===== src/rtl/i2c_read_scheduler_if.sv =====
`default_nettype none
// ============================================================================
// Module   : i2c_read_scheduler_if
// Brief    : Requester and byte-level I2C command bus of i2c_read_scheduler.
// Revision : 1.0
// ============================================================================
interface i2c_read_scheduler_if;
    logic [1:0]  req;
    logic [13:0] req_dev;
    logic [15:0] req_reg;
    logic [1:0]  gnt;
    logic [1:0]  rsp_valid;
    logic [7:0]  rsp_data;
    logic        rsp_err;
    logic        cmd_valid;
    logic [2:0]  cmd_op;
    logic [7:0]  cmd_data;
    logic        cmd_ready;
    logic        done;
    logic [7:0]  done_data;
    logic        done_nack;
    logic        busy;

    modport master (
        input  req, req_dev, req_reg, cmd_ready, done, done_data, done_nack,
        output gnt, rsp_valid, rsp_data, rsp_err, cmd_valid, cmd_op, cmd_data, busy
    );

    modport slave (
        output req, req_dev, req_reg, cmd_ready, done, done_data, done_nack,
        input  gnt, rsp_valid, rsp_data, rsp_err, cmd_valid, cmd_op, cmd_data, busy
    );
endinterface
`default_nettype wire


===== src/rtl/i2c_read_scheduler.sv =====
`default_nettype none
// ============================================================================
// Module   : i2c_read_scheduler
// Brief    : Round-robin arbiter running a 7-command I2C register read per grant.
// Revision : 1.0
// ============================================================================
module i2c_read_scheduler #(
    parameter int TIMEOUT_CYCLES = 20000
) (
    input  wire                   CLK100MHZ,
    input  wire                   reset,
    i2c_read_scheduler_if.master  bus
);

    typedef enum logic [1:0] {
        ST_IDLE  = 2'd0,
        ST_ISSUE = 2'd1,
        ST_WAIT  = 2'd2,
        ST_RESP  = 2'd3
    } state_t;

    localparam logic [2:0] c_OP_START     = 3'd0;
    localparam logic [2:0] c_OP_WRITE     = 3'd1;
    localparam logic [2:0] c_OP_READ_NACK = 3'd3;
    localparam logic [2:0] c_OP_STOP      = 3'd4;
    localparam logic [2:0] c_STEP_READ    = 3'd5;
    localparam logic [2:0] c_STEP_STOP    = 3'd6;
    localparam int         c_TW           = (TIMEOUT_CYCLES > 1) ? $clog2(TIMEOUT_CYCLES) : 1;
    localparam logic [c_TW-1:0] c_TLAST   = c_TW'(TIMEOUT_CYCLES - 1);

    state_t          r_state, w_state;
    logic [2:0]      r_step, w_step;
    logic [6:0]      r_dev, w_dev;
    logic [7:0]      r_reg, w_reg;
    logic            r_idx, w_idx;
    logic            r_last, w_last;
    logic            r_err, w_err;
    logic [7:0]      r_data, w_data;
    logic [c_TW-1:0] r_timer, w_timer;
    logic [1:0]      r_gnt, w_gnt;
    logic [1:0]      r_rsp_valid, w_rsp_valid;
    logic [7:0]      r_rsp_data, w_rsp_data;
    logic            r_rsp_err, w_rsp_err;
    logic            r_cmd_valid, w_cmd_valid;
    logic [2:0]      r_cmd_op, w_cmd_op;
    logic [7:0]      r_cmd_data, w_cmd_data;
    logic            r_busy, w_busy;
    logic            w_enter_issue;
    logic            w_enter_resp;

    // {op, data} of each step of the fixed register-read sequence
    function automatic logic [10:0] f_cmd(input logic [2:0] step, input logic [6:0] dev,
                                          input logic [7:0] rg);
        case (step)
            3'd0, 3'd3: f_cmd = {c_OP_START, 8'h00};
            3'd1:       f_cmd = {c_OP_WRITE, dev, 1'b0};
            3'd2:       f_cmd = {c_OP_WRITE, rg};
            3'd4:       f_cmd = {c_OP_WRITE, dev, 1'b1};
            3'd5:       f_cmd = {c_OP_READ_NACK, 8'h00};
            default:    f_cmd = {c_OP_STOP, 8'h00};
        endcase
    endfunction

    always_comb begin
        w_state       = r_state;
        w_step        = r_step;
        w_dev         = r_dev;
        w_reg         = r_reg;
        w_idx         = r_idx;
        w_last        = r_last;
        w_err         = r_err;
        w_data        = r_data;
        w_timer       = r_timer;
        w_gnt         = r_gnt;
        w_rsp_valid   = 2'b00;
        w_rsp_data    = r_rsp_data;
        w_rsp_err     = r_rsp_err;
        w_cmd_valid   = r_cmd_valid;
        w_cmd_op      = r_cmd_op;
        w_cmd_data    = r_cmd_data;
        w_enter_issue = 1'b0;
        w_enter_resp  = 1'b0;

        case (r_state)
            ST_IDLE: begin
                if (bus.req != 2'b00) begin
                    // on a tie the requester not served last wins
                    w_idx         = (bus.req == 2'b11) ? ~r_last : bus.req[1];
                    w_dev         = w_idx ? bus.req_dev[13:7] : bus.req_dev[6:0];
                    w_reg         = w_idx ? bus.req_reg[15:8] : bus.req_reg[7:0];
                    w_gnt         = w_idx ? 2'b10 : 2'b01;
                    w_step        = 3'd0;
                    w_err         = 1'b0;
                    w_data        = 8'h00;
                    w_enter_issue = 1'b1;
                end
            end
            ST_ISSUE: begin
                if (bus.cmd_ready) begin
                    w_cmd_valid = 1'b0;
                    w_timer     = '0;
                    w_state     = ST_WAIT;
                end
            end
            ST_WAIT: begin
                if (bus.done) begin
                    if (r_step == c_STEP_STOP) begin
                        w_enter_resp = 1'b1;
                    end else begin
                        if (r_step == c_STEP_READ) begin
                            w_data = bus.done_data;
                        end
                        if (bus.done_nack && (r_step == 3'd1 || r_step == 3'd2 || r_step == 3'd4)) begin
                            w_err  = 1'b1;
                            w_step = c_STEP_STOP;
                        end else begin
                            w_step = r_step + 3'd1;
                        end
                        w_enter_issue = 1'b1;
                    end
                end else if (r_timer == c_TLAST) begin
                    w_err = 1'b1;
                    if (r_step == c_STEP_STOP) begin
                        w_enter_resp = 1'b1;
                    end else begin
                        w_step        = c_STEP_STOP;
                        w_enter_issue = 1'b1;
                    end
                end else begin
                    w_timer = r_timer + c_TW'(1);
                end
            end
            ST_RESP: begin
                w_gnt   = 2'b00;
                w_last  = r_idx;
                w_state = ST_IDLE;
            end
            default: w_state = ST_IDLE;
        endcase

        if (w_enter_issue) begin
            w_state                = ST_ISSUE;
            w_cmd_valid            = 1'b1;
            {w_cmd_op, w_cmd_data} = f_cmd(w_step, w_dev, w_reg);
        end

        // response is presented while in RESP so the requester can drop req before IDLE
        if (w_enter_resp) begin
            w_state     = ST_RESP;
            w_rsp_valid = r_gnt;
            w_rsp_data  = w_err ? 8'h00 : w_data;
            w_rsp_err   = w_err;
        end

        w_busy = (w_state != ST_IDLE);
    end

    always_ff @(posedge CLK100MHZ) begin
        if (reset) begin
            r_state     <= ST_IDLE;
            r_step      <= 3'd0;
            r_dev       <= 7'd0;
            r_reg       <= 8'd0;
            r_idx       <= 1'b0;
            r_last      <= 1'b1;
            r_err       <= 1'b0;
            r_data      <= 8'd0;
            r_timer     <= '0;
            r_gnt       <= 2'b00;
            r_rsp_valid <= 2'b00;
            r_rsp_data  <= 8'd0;
            r_rsp_err   <= 1'b0;
            r_cmd_valid <= 1'b0;
            r_cmd_op    <= 3'd0;
            r_cmd_data  <= 8'd0;
            r_busy      <= 1'b0;
        end else begin
            r_state     <= w_state;
            r_step      <= w_step;
            r_dev       <= w_dev;
            r_reg       <= w_reg;
            r_idx       <= w_idx;
            r_last      <= w_last;
            r_err       <= w_err;
            r_data      <= w_data;
            r_timer     <= w_timer;
            r_gnt       <= w_gnt;
            r_rsp_valid <= w_rsp_valid;
            r_rsp_data  <= w_rsp_data;
            r_rsp_err   <= w_rsp_err;
            r_cmd_valid <= w_cmd_valid;
            r_cmd_op    <= w_cmd_op;
            r_cmd_data  <= w_cmd_data;
            r_busy      <= w_busy;
        end
    end

    assign bus.gnt       = r_gnt;
    assign bus.rsp_valid = r_rsp_valid;
    assign bus.rsp_data  = r_rsp_data;
    assign bus.rsp_err   = r_rsp_err;
    assign bus.cmd_valid = r_cmd_valid;
    assign bus.cmd_op    = r_cmd_op;
    assign bus.cmd_data  = r_cmd_data;
    assign bus.busy      = r_busy;

endmodule
`default_nettype wire


===== src/flat_wrapper.sv =====
// flat-port wrapper written by rule: the top's interface ports become plain ports
module i2c_read_scheduler_flat 
#(
    parameter int TIMEOUT_CYCLES = 20000
)
  (CLK100MHZ, reset, bus_req, bus_req_dev, bus_req_reg, bus_cmd_ready, bus_done, bus_done_data, bus_done_nack, bus_gnt, bus_rsp_valid, bus_rsp_data, bus_rsp_err, bus_cmd_valid, bus_cmd_op, bus_cmd_data, bus_busy);
  i2c_read_scheduler_if bus_i ();
  input  wire CLK100MHZ;
  input  wire reset;
  input wire logic [$bits(bus_i.req)-1:0] bus_req;
  input wire logic [$bits(bus_i.req_dev)-1:0] bus_req_dev;
  input wire logic [$bits(bus_i.req_reg)-1:0] bus_req_reg;
  input wire logic [$bits(bus_i.cmd_ready)-1:0] bus_cmd_ready;
  input wire logic [$bits(bus_i.done)-1:0] bus_done;
  input wire logic [$bits(bus_i.done_data)-1:0] bus_done_data;
  input wire logic [$bits(bus_i.done_nack)-1:0] bus_done_nack;
  output wire logic [$bits(bus_i.gnt)-1:0] bus_gnt;
  output wire logic [$bits(bus_i.rsp_valid)-1:0] bus_rsp_valid;
  output wire logic [$bits(bus_i.rsp_data)-1:0] bus_rsp_data;
  output wire logic [$bits(bus_i.rsp_err)-1:0] bus_rsp_err;
  output wire logic [$bits(bus_i.cmd_valid)-1:0] bus_cmd_valid;
  output wire logic [$bits(bus_i.cmd_op)-1:0] bus_cmd_op;
  output wire logic [$bits(bus_i.cmd_data)-1:0] bus_cmd_data;
  output wire logic [$bits(bus_i.busy)-1:0] bus_busy;
  assign bus_i.req = bus_req;
  assign bus_i.req_dev = bus_req_dev;
  assign bus_i.req_reg = bus_req_reg;
  assign bus_i.cmd_ready = bus_cmd_ready;
  assign bus_i.done = bus_done;
  assign bus_i.done_data = bus_done_data;
  assign bus_i.done_nack = bus_done_nack;
  assign bus_gnt = bus_i.gnt;
  assign bus_rsp_valid = bus_i.rsp_valid;
  assign bus_rsp_data = bus_i.rsp_data;
  assign bus_rsp_err = bus_i.rsp_err;
  assign bus_cmd_valid = bus_i.cmd_valid;
  assign bus_cmd_op = bus_i.cmd_op;
  assign bus_cmd_data = bus_i.cmd_data;
  assign bus_busy = bus_i.busy;
  i2c_read_scheduler #(.TIMEOUT_CYCLES(TIMEOUT_CYCLES)) u_core (.CLK100MHZ(CLK100MHZ), .reset(reset), .bus(bus_i));
endmodule

===== config.mk =====
export PLATFORM = sky130hd
export DESIGN_NAME = i2c_read_scheduler_flat
export DESIGN_NICKNAME = d
export VERILOG_FILES = /design/src/rtl/i2c_read_scheduler_if.sv /design/src/rtl/i2c_read_scheduler.sv /design/src/flat_wrapper.sv
export SDC_FILE = /design/constraint.sdc
export NUM_CORES = 1
export LEC_CHECK = 0
export CELL_PAD_IN_SITES_DETAIL_PLACEMENT = 1
export CELL_PAD_IN_SITES_GLOBAL_PLACEMENT = 1
export CORE_MARGIN = 5
export CORE_UTILIZATION = 33
export DETAILED_ROUTE_END_ITERATION = 10
export GPL_ROUTABILITY_DRIVEN = 0
export GPL_TIMING_DRIVEN = 0
export PLACE_DENSITY_LB_ADDON = 0.12
export SYNTH_ARGS = -nofsm -noshare
export SYNTH_HDL_FRONTEND = slang
export SYNTH_SLANG_ARGS = --single-unit

===== constraint.sdc =====
create_clock -name CLK100MHZ -period 3.3 [get_ports CLK100MHZ]
set_input_delay 0.66 -clock CLK100MHZ [delete_from_list [all_inputs] [get_ports CLK100MHZ]]
set_output_delay 0.66 -clock CLK100MHZ [all_outputs]
set_load 0.01 [all_outputs]

==> qor.yml, run 1 <==
timing:
  maxSlewHeadroom: 0.372
  tightest_slew_ps: 936
  timing.hold.ws_ps: 456
  clock.fmax_mhz: 348
  finClkSkew_ps: 10.8
  fin_crit_ps: 2880
  drv_slew: 0
  timing.final.hold_violations: 0
  setup_violations: 0
  grt_setup_unrepaired: "false"
  fin_tns_setup_ps: 0
  post-route-period-util: 0.872
detailed_routing:
  avgRoutedWirePerCell_um: 16.8
  ant_nets: 0
  drt_wl_total_um: 9820
  drt_iter0_drc: 105
  drtPass1Iterations: 10
  drcViolationCount: 2
  viasPerCell: 5.15
  vias: 3002
floorplan:
  ioPinCount: 71
  fp-row-count: 36
  dieArea_um2: 11900
  fp.dieW_um: 109
  core_area_um2: 9640
  die_height_um: 109
  initial_core_util: 0.335
outcome:
  violations: "DRC"
  status: "complete, but fails checks"
synthesis:
  synthArstFlopShare: 0
  yosys_warnings: 0
  synth_area_um2: 3230
  synth_edf_count: 0
  synth_top_area_share: 0.446
  avgSynthCellArea_um2: 8.85
  ys_seq_area_frac: 0.446
  synth_top_cell_by_area: "dfxtp_1"
  syn_inst: 365
  synth_cell_type_count: 58
  ys_ff_latch: 72
  synth.net_count: 415
  synthTopCellsByArea: "dfxtp_1 45%, nor2_1 5.6%, a222oi_1 4.6%, nand2_1 4.0%, a21oi_1 3.7%"
  synth-main-ff-cell: "dfxtp_1"
clock_tree:
  ctsRootBufferMaster: "clkbuf_8"
  cts.sinks: 72
  cts-resized-gates: 0
  post_cts_buffers: 0
  cts_max_path_buffers: 2
  cts_tree: "built"
  cts_max_level: 3
  cts_hold_buf: 0
  clock_latency_ps: 350
  clk_pin_slew_ps: 80
  numCtsBuffers: 9
worst_setup_path:
  crit_type: "reg -> reg"
  path_cells: "inv_1 -> ha_1 -> o311a_1 -> o31ai_2 -> o21ai_2 -> a221oi_1"
  required_ps: 3540
  cp.arrival_ps: 3120
  crit_fanout: 10
  rr_worst_depth: 6
  cp_slowest_cell: "o31ai_2"
  startpoint_type: "register"
  critPathMaxStageDelay_ps: 810
  regToRegSetupSlack_ps: 420
  cp-end-kind: "register"
  cp_top_family: "compound AO/OA/AOI/OAI gates"
  reg2reg_from: "u_core.r_step[0]$_SDFF_PP0_"
  critPathBufInv: 1
  rr_endpoint: "u_core.bus.cmd_data[5]$_SDFFE_PP0P_"
min_path:
  hp-class: "reg -> reg"
  min_to: "u_core.bus.rsp_data[2]$_SDFFE_PP0P_"
  worstHoldStart: "u_core.bus.rsp_data[2]$_SDFFE_PP0P_"
  whs_path_depth: 2
final_layout:
  final_common_cell: "dfxtp_1"
  top_register: "u_core.r_timer"
  nets: 495
  fillCellCount: 1162
  fin_util: 0.450
  antennaDiodeCount: 0
  final_cell_mix: "72 x dfxtp_1, 69 x clkdlybuf4s50_1, 48 x nor2_1, 34 x nand2_1, 24 x a21oi_1"
  final_cell_area_um2: 4340
  largest_reg_flops: 15
  area_growth_pct: 34.3
  drive_gt1_frac: 0.0889
grt:
  grt_max_degree: 15
  track_usage: 0.178
  grt_pass1_wl_um: 16200
  grt_pass1_vias: 3210
  grt_remaining_overflow: 0
  antenna_found_initial: 0
power:
  p_per_area_nw_per_um2: 478
  p_leak_nw: 1.62
  switchingPower_w: 0.000537
  swShare: 0.259
  power_frac_seq: 0.440
  pwr-share-clk: 0.425
  peakVddDrop_mv: 0.217
  power.internal_w: 0.00154
  combPwrFrac: 0.135
placement:
  placed_cell_area_um2: 4090
  port_buffers: 69
  hpwl_um: 7360
run:
  drv_cap: 0
==> synth_stat cells (all sizes together), types with 2 or more instances <==
master,n
o31a,2
a22o,4
or2,3
nand3b,3
and3,8
inv,21
nor3b,3
a21boi,7
nand3,19
xor2,8
a31oi,2
o31ai,3
nor3,4
nand4,9
nand2,36
dfxtp,72
buf,9
xnor2,3
a222oi,15
a221oi,7
or3,5
o21ai,9
a22oi,2
nor2,48
nand2b,2
and4b,2
a21oi,26
and2,4
clkbuf,8
ha,5
==> how the worst max path moves through the flow <==
stage	from	to	depth (start not counted)
2_1_floorplan	u_core.r_step[0]$_SDFF_PP0_	u_core.bus.cmd_data[1]$_SDFFE_PP0P_	8
3_3_place_gp	bus_req[0]	u_core.bus.cmd_data[0]$_SDFFE_PP0P_	9
3_5_place_dp	bus_req[0]	u_core.bus.cmd_data[0]$_SDFFE_PP0P_	9
4_1_cts	u_core.r_step[0]$_SDFF_PP0_	u_core.bus.cmd_data[1]$_SDFFE_PP0P_	6
5_1_grt	u_core.r_step[0]$_SDFF_PP0_	u_core.bus.cmd_data[1]$_SDFFE_PP0P_	8
6_report	u_core.r_step[0]$_SDFF_PP0_	u_core.bus.cmd_data[5]$_SDFFE_PP0P_	6
==> final cells by class <==
type	count	area (um2)	share of cell area
Multi-Input combinational cell	254	1610	0.372
Buffer	18	95.1	0.0219
Clock buffer	9	124	0.0286
Inverter	21	78.8	0.0182
Sequential cell	72	1440	0.332
Tap cell	133	166	0.0384
Timing Repair Buffer	69	691	0.159
Clock inverter	7	126	0.0291
==> layer usage <==
layer	vias to the layer above	track usage	wire [um]	part of all wire
met5	-	0	0	0
met4	0	0.0433	88	0.0090
met3	5	0.0480	315	0.032
met2	52	0.309	4840	0.49
met1	1464	0.217	4570	0.47
li1	1481	-	-	-
==> cells by family after synthesis <==
kind of cell | share of synthesized area
AND/OR/NAND/NOR | 0.241
multiplexers | 0.00310
XOR/XNOR | 0.0356
buffers and inverters | 0.0539
AO/OA/AOI/OAI | 0.200
adder cells (fa/ha/maj) | 0.0194
flip-flops | 0.446
==> tightest hold or removal path: stages (launching register included) <==
cell and delay, ps:
dfxtp_1 310, nand2_1 50, a21oi_1 50
==> through the flow <==
step	total power, W	worst slack (ps)	std cells
after floorplan	0.00108	951	365
after global placement	0.00121	240	567
after detailed placement	0.00121	225	567
after CTS	0.00210	428	583
after global routing	0.00217	274	583
final	0.00207	423	583
==> power groups by stage <==
stage          combinational (W)  sequential [W]  clock, W
6_report                0.000281        0.000912  0.000880
4_1_cts                 0.000283        0.000912  0.000908
5_1_grt                 0.000309        0.000915  0.000943
3_5_place_dp            0.000282        0.000932         0
3_3_place_gp            0.000277        0.000932         0
2_1_floorplan           0.000149        0.000933         0
Note: power is estimated with default switching activity, not from simulation.
==> run 2, diff against run 1 <==
- SKIP_CTS_REPAIR_TIMING: not set -> 1
==> results of run 2 <==
Final layout, timing and power as in run 1 (identical DEF).
